==> config.mk <==
export PLATFORM = sky130hd
export DESIGN_NAME = vga_sync_timing
export DESIGN_NICKNAME = d
export VERILOG_FILES = /design/src/rtl/vga_sync_timing.sv
export SDC_FILE = /design/constraint.sdc
export NUM_CORES = 1
export LEC_CHECK = 0
export CAP_MARGIN = 30
export CORE_ASPECT_RATIO = 0.5
export CORE_UTILIZATION = 46
export DETAILED_ROUTE_END_ITERATION = 6
export PLACE_DENSITY = 0.75
export SKIP_LAST_GASP = 1
export SYNTH_ARGS = -nofsm -noshare
export SYNTH_HDL_FRONTEND = slang
export SYNTH_SLANG_ARGS = --single-unit
==> constraint.sdc <==
create_clock -name i_Clock -period 2.01 [get_ports i_Clock]
set_input_delay 0.201 -clock i_Clock [delete_from_list [all_inputs] [get_ports i_Clock]]
set_output_delay 0.201 -clock i_Clock [all_outputs]
set_load 0.02 [all_outputs]
==> src/rtl/vga_sync_timing.sv <==
// 640x480@60 VGA raster timing driven by an edge-detected pixel-clock enable.
// Optional FrameCount output when VGA_FRAME_COUNT_EN is defined.
module vga_sync_timing #(
  parameter int   CountSize  = 10,
  parameter int   HVisible   = 640,
  parameter int   HFront     = 16,
  parameter int   HSyncLen   = 96,
  parameter int   HBack      = 48,
  parameter int   VVisible   = 480,
  parameter int   VFront     = 10,
  parameter int   VSyncLen   = 2,
  parameter int   VBack      = 33,
  parameter logic SyncActive = 1'b0
) (
  input  logic                 i_Clock,
  input  logic                 i_Reset,
  input  logic                 i_PixelClock,
  output logic [CountSize-1:0] o_HCount,
  output logic [CountSize-1:0] o_VCount,
  output logic                 o_HSync,
  output logic                 o_VSync,
  output logic                 o_VideoOn,
  output logic                 o_LineStart,
  output logic                 o_FrameStart
`ifdef VGA_FRAME_COUNT_EN
  ,
  output logic [15:0]          o_FrameCount
`endif
);

  localparam int HTotal = HVisible + HFront + HSyncLen + HBack;
  localparam int VTotal = VVisible + VFront + VSyncLen + VBack;

  localparam logic [CountSize-1:0] H_LAST       = CountSize'(HTotal - 1);
  localparam logic [CountSize-1:0] V_LAST       = CountSize'(VTotal - 1);
  localparam logic [CountSize-1:0] H_VIS        = CountSize'(HVisible);
  localparam logic [CountSize-1:0] V_VIS        = CountSize'(VVisible);
  localparam logic [CountSize-1:0] H_SYNC_START = CountSize'(HVisible + HFront);
  localparam logic [CountSize-1:0] H_SYNC_END   = CountSize'(HVisible + HFront + HSyncLen);
  localparam logic [CountSize-1:0] V_SYNC_START = CountSize'(VVisible + VFront);
  localparam logic [CountSize-1:0] V_SYNC_END   = CountSize'(VVisible + VFront + VSyncLen);
  localparam logic [CountSize-1:0] ONE          = CountSize'(1);

  logic                 r_pix_q;
  logic [CountSize-1:0] r_hcount;
  logic [CountSize-1:0] r_vcount;
  logic                 r_hsync;
  logic                 r_vsync;
  logic                 r_video_on;
  logic                 r_line_start;
  logic                 r_frame_start;

  logic                 w_tick;
  logic                 w_line_wrap;
  logic                 w_frame_wrap;
  logic [CountSize-1:0] w_h_next;
  logic [CountSize-1:0] w_v_next;

  assign w_tick = i_PixelClock & ~r_pix_q;

  always_comb begin
    w_h_next     = r_hcount;
    w_v_next     = r_vcount;
    w_line_wrap  = 1'b0;
    w_frame_wrap = 1'b0;
    if (w_tick) begin
      if (r_hcount == H_LAST) begin
        w_h_next    = '0;
        w_line_wrap = 1'b1;
        if (r_vcount == V_LAST) begin
          w_v_next     = '0;
          w_frame_wrap = 1'b1;
        end else begin
          w_v_next = r_vcount + ONE;
        end
      end else begin
        w_h_next = r_hcount + ONE;
      end
    end
  end

  // Decode from next-state counters so every registered output matches the new position.
  always_ff @(posedge i_Clock or negedge i_Reset) begin
    if (!i_Reset) begin
      r_pix_q       <= 1'b1;
      r_hcount      <= '0;
      r_vcount      <= '0;
      r_hsync       <= ~SyncActive;
      r_vsync       <= ~SyncActive;
      r_video_on    <= 1'b1;
      r_line_start  <= 1'b0;
      r_frame_start <= 1'b0;
    end else begin
      r_pix_q       <= i_PixelClock;
      r_hcount      <= w_h_next;
      r_vcount      <= w_v_next;
      r_hsync       <= ((w_h_next >= H_SYNC_START) && (w_h_next < H_SYNC_END)) ?
                       SyncActive : ~SyncActive;
      r_vsync       <= ((w_v_next >= V_SYNC_START) && (w_v_next < V_SYNC_END)) ?
                       SyncActive : ~SyncActive;
      r_video_on    <= (w_h_next < H_VIS) && (w_v_next < V_VIS);
      r_line_start  <= w_line_wrap;
      r_frame_start <= w_frame_wrap;
    end
  end

`ifdef VGA_FRAME_COUNT_EN
  logic [15:0] r_frame_count;

  always_ff @(posedge i_Clock or negedge i_Reset) begin
    if (!i_Reset) begin
      r_frame_count <= '0;
    end else if (w_frame_wrap) begin
      r_frame_count <= r_frame_count + 16'd1;
    end
  end

  assign o_FrameCount = r_frame_count;
`endif

  assign o_HCount     = r_hcount;
  assign o_VCount     = r_vcount;
  assign o_HSync      = r_hsync;
  assign o_VSync      = r_vsync;
  assign o_VideoOn    = r_video_on;
  assign o_LineStart  = r_line_start;
  assign o_FrameStart = r_frame_start;

endmodule

Yosys cells after proc, flatten, opt, wreduce, memory -nomap -nowiden
Index checks and enable logic that the tools add are counted.
Word-level totals
  bits in registers: 26
  bits of input ports: 3
  logic and storage cells: 35
Operators by class
  $add $sub $neg: 2
  $lt $le $gt $ge: 6
  eq/ne operators: 2
  muxes and demuxes: 12
  bitwise gates (word level): 2
  reductions and logical operators: 3
Operators with widths (count)
  $mux W10: 5
  $add A10 B1 Y10 const B: 2
  $eq A10 B10 Y1 const B: 2
  $lt A10 B10 Y1 const B: 2
  $lt A10 B9 Y1 const B: 2
  $ge A10 B10 Y1 const B: 1
  $ge A10 B9 Y1 const B: 1
  $mux W1: 7
  $logic_and A1 B1 Y1: 3
  $and A1 B1 Y1: 1
  $not A1 Y1: 1

Longest topological paths before layout
  word-level depth: 7
  mapped depth: 7
  mapped depth without buffers: 7

Worst setup path before layout
No wires, ideal clock.
  path type: register to register
  start: reg r_hcount[6] (netlist: o_HCount[6])
  end: reg r_vsync (netlist: o_VSync)
  setup time: 68 ps
  arrival: 2148 ps
  required time: 1942 ps
  slack: -206 ps
  cell stages (with the launch flop): 8
  path buffers: 2
  period minus slack after synthesis: 2216 ps
  path through: dfrtp_1 -> buf_6 -> nand4bb_4 -> or4_1 -> buf_2 -> or3_1 -> a21oi_2 -> nand4bb_1
Between the ends
  cells in the longest elaborated chain, start to end: 6
  elaborated cells on any way between the ends: 7
  classes of those cells: order compare: 2; eq/ne: 1; mux: 3; reduce/logical: 1
RTL lines
  start: declaration: line 45  | logic [CountSize-1:0] r_hcount;
  start signal: assignment: line 95  | r_hcount <= w_h_next;
  $eq A10 B10 Y1 (*): line 67  | if (r_hcount == H_LAST) begin
  $mux W10 (*): line 67
  $mux W10 (*): line 66  | if (w_tick) begin
  named net w_v_next[9]: line 57  | logic [CountSize-1:0] w_v_next;
  $ge A10 B9 Y1 / $lt A10 B9 Y1 (equally long branches): line 99  | r_vsync <= ((w_v_next >= V_SYNC_START) && (w_v_next < V_SYNC_END)) ?
  $logic_and A1 B1 Y1 (*): line 99
  $mux W1 (*): line 99
  end signal: assignment: line 89  | r_vsync <= ~SyncActive;
  end signal: assignment: line 99
  end: declaration: line 48  | logic r_vsync;
Mark *: on every way through the listed nets, which the timed path passes. The rest lies on a longest branch.

Worst setup path in the final report
  start: reg r_hcount[7] (netlist: o_HCount[7])
  end: reg r_vsync (netlist: o_VSync)
Between the ends
  cells in the longest elaborated chain, start to end: 6
  elaborated cells on any way between the ends: 7
  classes of those cells: order compare: 2; eq/ne: 1; mux: 3; reduce/logical: 1
RTL lines (line)
  $eq A10 B10 Y1 (*): 67
  $mux W10 (*): 67
  $mux W10 (*): 66
  $ge A10 B9 Y1 / $lt A10 B9 Y1 (equally long branches): 99
  $logic_and A1 B1 Y1 (*): 99
  $mux W1 (*): 99
Mark *: on every way between the ends. The rest lies on a longest branch, timed or not.

==> flow_summary.html <==
<table>
<tr><th>Metric</th><th>Value</th></tr>
<tr><th colspan="2">Job</th></tr>
<tr><td>Max-cap viol count</td><td>0</td></tr>
<tr><th colspan="2">STA</th></tr>
<tr><td>Final hold vios</td><td>0</td></tr>
<tr><td>Post-route fraction of the period consumed by the critical path</td><td>104%</td></tr>
<tr><td>Max-slew headroom</td><td>between 70% and 80%</td></tr>
<tr><td>Min Hold Slack</td><td>about 0.29 ns</td></tr>
<tr><td>Finish-stage setup viols</td><td>2</td></tr>
<tr><td>Clock Skew</td><td>~0.0047 ns</td></tr>
<tr><td>Final critical delay including setup and external delays</td><td>2.10 ns</td></tr>
<tr><td>Setup repair after global routing missed its margin</td><td>true</td></tr>
<tr><td>Slew at the pin with the worst max-slew slack</td><td>around 0.38 ns</td></tr>
<tr><td>Smallest setup slack after layout</td><td>-0.0869 ns</td></tr>
<tr><td>Peak clock frequency supported by timing</td><td>between 0.4 and 0.5 GHz</td></tr>
<tr><td>Final number of max-transition violations</td><td>0</td></tr>
<tr><th colspan="2">Drt</th></tr>
<tr><td>Per-cell routed wire length</td><td>approximately 16 um</td></tr>
<tr><td>Post-route ant nets</td><td>0</td></tr>
<tr><td>First-iteration detailed-routing DRC count</td><td>a little over 60</td></tr>
<tr><td>First-pass iteration count of the detailed router</td><td>4</td></tr>
<tr><td>Drt drc</td><td>0</td></tr>
<tr><td>Average via count per standard cell</td><td>between 5 and 6</td></tr>
<tr><td>Wire length after detailed routing</td><td>a little under 4000 um</td></tr>
<tr><td>Total via count after detailed routing</td><td>1430</td></tr>
<tr><th colspan="2">Die</th></tr>
<tr><td>I/O pins</td><td>28</td></tr>
<tr><td>Die Wd</td><td>between 80 and 90 um</td></tr>
<tr><td>CORE AREA</td><td>~0.003 mm2</td></tr>
<tr><td>DIE AREA</td><td>between 0.003 and 0.004 mm2</td></tr>
<tr><td>Row Count</td><td>14</td></tr>
<tr><td>Initial cell density of the core</td><td>49.1%</td></tr>
<tr><td>Height of the die</td><td>between 40 and 50 um</td></tr>
<tr><th colspan="2">Global route</th></tr>
<tr><td>Overall track demand over capacity in global routing</td><td>between 20% and 30%</td></tr>
<tr><td>Antenna violations before repair</td><td>0</td></tr>
<tr><td>Number of global-route vias before repair</td><td>around 1300</td></tr>
<tr><td>Global-route wire length before repair</td><td>6350 um</td></tr>
<tr><td>Largest net degree at the start of global routing</td><td>27</td></tr>
<tr><td>Overflow left after global routing</td><td>0</td></tr>
<tr><th colspan="2">Worst setup path</th></tr>
<tr><td>Crit Path Class</td><td>reg -&gt; reg</td></tr>
<tr><td>Worst endpoint required time</td><td>around 2.2 ns</td></tr>
<tr><td>Critical Path Fanout Max</td><td>4</td></tr>
<tr><td>Worst-case reg-to-reg path depth</td><td>5</td></tr>
<tr><td>Worst reg2reg path endpoint</td><td>o_VSync</td></tr>
<tr><td>Reg2reg setup slack</td><td>-0.09 ns</td></tr>
<tr><td>Type of element capturing the critical path</td><td>flip-flop</td></tr>
<tr><td>Arrival time of data at the critical path endpoint</td><td>between 2 and 2.5 ns</td></tr>
<tr><td>Kind of start point of the critical path</td><td>flip-flop</td></tr>
<tr><td>RR Startpoint</td><td>o_HCount[7]</td></tr>
<tr><th colspan="2">Layout</th></tr>
<tr><td>Layout-stage area growth over the synthesis result</td><td>39.8%</td></tr>
<tr><td>Number of filler instances in the final layout</td><td>227</td></tr>
<tr><td>Antenna cells</td><td>0</td></tr>
<tr><td>Top library cells by usage in the layout, fill and taps aside</td><td>sky130_fd_sc_hd__buf_4 (32), sky130_fd_sc_hd__clkdlybuf4s50_1 (27), sky130_fd_sc_hd__dfrtp_1 (16), sky130_fd_sc_hd__nand2_1 (14), sky130_fd_sc_hd__nor2_1 (10)</td></tr>
<tr><td>Commonest non-fill, non-tap cell in the layout</td><td>sky130_fd_sc_hd__buf_4</td></tr>
<tr><td>Final Cell Area</td><td>~0.0021 mm2</td></tr>
<tr><td>Util after Layout</td><td>around two thirds</td></tr>
<tr><td>Number of nets at the end of the flow</td><td>216</td></tr>
<tr><td>Share of post-route cells with drive strength above 1</td><td>~28%</td></tr>
<tr><th colspan="2">Pwr</th></tr>
<tr><td>Net switching component of the power</td><td>~0.00046 W</td></tr>
<tr><td>Leak Pwr</td><td>between 0.8 and 0.9 nW</td></tr>
<tr><td>Maximum VDD drop</td><td>roughly 0.00043 V</td></tr>
<tr><td>Clock network fraction of design power</td><td>21.6%</td></tr>
<tr><td>Internal</td><td>0.000958 W</td></tr>
<tr><td>Switching part of the total power</td><td>32.5%</td></tr>
<tr><td>Share of total power in sequential cells</td><td>44.6%</td></tr>
<tr><td>Combinational fraction of design power</td><td>33.8%</td></tr>
<tr><td>Cell area power density</td><td>674 mW/mm2</td></tr>
<tr><th colspan="2">CTS</th></tr>
<tr><td>Clock transition at the register clock pins on the worst setup and hold paths after CTS</td><td>~0.09 ns</td></tr>
<tr><td>Clock latency at the later pin of the worst-skew pair</td><td>0.27 ns</td></tr>
<tr><td>Clock net sink count</td><td>26</td></tr>
<tr><td>Buffer cell driving the clock tree root</td><td>sky130_fd_sc_hd__clkbuf_8</td></tr>
<tr><td>Count of hold-fix buffers inserted at cts</td><td>0</td></tr>
<tr><td>Number of H-tree branching levels</td><td>1</td></tr>
<tr><td>Max Root-Sink Buffers</td><td>2</td></tr>
<tr><td>Num CTS Buffers</td><td>3</td></tr>
<tr><td>Clock tree from TritonCTS</td><td>built</td></tr>
<tr><th colspan="2">Placed design</th></tr>
<tr><td>Gp weighted congestion</td><td>roughly 0.85</td></tr>
<tr><td>Input/output buffers</td><td>27</td></tr>
<tr><td>Estimated wirelength of the detail-placed design</td><td>a little under 3000 um</td></tr>
<tr><td>Post-DP Area</td><td>between 0.002 and 0.0025 mm2</td></tr>
<tr><th colspan="2">Logic synthesis</th></tr>
<tr><td>Share of flip-flops with an asynchronous set or reset after synthesis</td><td>100%</td></tr>
<tr><td>Synth warnings</td><td>0</td></tr>
<tr><td>Netlist area before placement</td><td>approximately 0.0015 mm2</td></tr>
<tr><td>Gate count after technology mapping</td><td>about 150</td></tr>
<tr><td>Synth area leaders</td><td>sky130_fd_sc_hd__dfrtp_1 (37%), sky130_fd_sc_hd__dfstp_2 (7.0%), sky130_fd_sc_hd__nand2_1 (3.5%)</td></tr>
<tr><td>Sequential-to-total area share from yosys stat</td><td>between 40% and 50%</td></tr>
<tr><td>Number of flops mapped to enable cells by yosys</td><td>0</td></tr>
<tr><td>Post-synthesis net count</td><td>160</td></tr>
<tr><td>Prevailing post-synth register cell</td><td>sky130_fd_sc_hd__dfrtp_1</td></tr>
<tr><td>Register bit total from synthesis</td><td>26</td></tr>
<tr><td>Synth top area share</td><td>36.6%</td></tr>
<tr><td>Distinct cell type count after synthesis</td><td>50</td></tr>
<tr><td>Largest area contributor in the netlist</td><td>sky130_fd_sc_hd__dfrtp_1</td></tr>
<tr><td>Synthesized area divided by synthesized cell count</td><td>roughly 9.8 um2</td></tr>
<tr><th colspan="2">Min path</th></tr>
<tr><td>Hold/Removal Path Class</td><td>in -&gt; async</td></tr>
<tr><th colspan="2">Outcome</th></tr>
<tr><td>Run status</td><td>finished, violations left</td></tr>
<tr><td>Failing checks</td><td>negative setup slack</td></tr>
</table>
## through the flow
step | std cells | setup slack, ns | total power, W | TNS (ns)
2_1_floorplan | 154 | -0.0486 | 0.000889 | -0.0538
3_3_place_gp | 245 | -0.100 | 0.00110 | -0.172
3_5_place_dp | 245 | -0.182 | 0.00112 | -0.411
4_1_cts | 249 | -0.0491 | 0.00143 | -0.0491
5_1_grt | 249 | -0.148 | 0.00150 | -0.294
6_report | 249 | -0.0869 | 0.00142 | -0.108
## cell families (layout without fill, tap and decap cells)
family                     Yosys count  in the layout  synth area share, %
and+or+nand+nor                     72             72                 29.4
DFF                                 26             26                 43.6
AOI/OAI and AO/OA                   22             22                 10.2
buffers and inverters               17             72                 5.82
xor gates and xnor gates            10             10                 5.82
muxes                                4              4                 2.66
adders and majority gates            3              3                 2.49
## synthesized netlist by cell type, drive strengths merged (2+ instances only)
cell     number
a31oi         2
buf           4
mux2i         4
clkbuf        4
nand4         5
nand2        14
nand3         8
and3          3
xor2          6
or4           3
o21ai         6
a211oi        2
nor4          4
and4b         2
nand4bb       2
and3b         2
dfstp         4
ha            3
dfrtp        22
xnor2         4
nor2         10
a21oi         3
nand4b        4
nor3          3
or3           4
inv           8
and2          2
## layout make-up
cell class	instances	area (um2)	share of cell area [%]
well taps	40	50.0	2.38
flip-flops and latches	26	663	31.5
inverters	9	33.8	1.61
repair buffers	59	510	24.3
clock buffers	4	45.0	2.14
multi-input cells	111	802	38.1
## power groups by stage
stage          logic, W  clock network, W  registers [W]
2_1_floorplan  0.000176                 0       0.000713
3_3_place_gp   0.000462                 0       0.000639
3_5_place_dp   0.000477                 0       0.000643
4_1_cts        0.000479          0.000322       0.000633
5_1_grt        0.000520          0.000340       0.000640
6_report       0.000480          0.000306       0.000633
## registers in the layout (all words and copies together), names as in the netlist
| name | cells |
|---|---|
| o_FrameStart | 1 |
| o_HCount | 10 |
| o_HSync | 1 |
| o_LineStart | 1 |
| o_VCount | 10 |
| o_VSync | 1 |
| o_VideoOn | 1 |
| r_pix_q | 1 |
## how the worst max path moves through the flow
stage / startpoint / end / slack [ns] / cells past startpoint
floorplan: o_HCount[8] / o_VSync / -0.05 / 7
global placement: i_PixelClock / o_VSync / -0.10 / 6
detailed placement: i_PixelClock / o_VSync / -0.18 / 6
CTS: o_HCount[0] / o_VSync / -0.05 / 6
global route: o_HCount[0] / o_VideoOn / -0.15 / 6
finish: o_HCount[7] / o_VSync / -0.09 / 5
## what timing repair did
item / CTS / global route
endpoints found under the hold margin: 0 / 0
setup buffers: 0 / 0
gates cloned: 0 / 0
pin swaps: 0 / 0
resized for setup: 0 / 7
setup endpoints to repair: 1 / 4
## critical path: stages, from the launching register on
cell                        delay, ns
sky130_fd_sc_hd__dfrtp_1         0.39
sky130_fd_sc_hd__nand4b_1        0.31
sky130_fd_sc_hd__or4_4           0.55
sky130_fd_sc_hd__or3_4           0.40
sky130_fd_sc_hd__a211oi_4        0.23
sky130_fd_sc_hd__nand4bb_1       0.13
## routing by layer
layer  global-route usage, %  wire, um
met2                    38.4      1870
met3                    5.51       248
met4                    5.86        43
met5                       0         0
met1                    31.0      1820
Power figures use the tool's default switching activity.
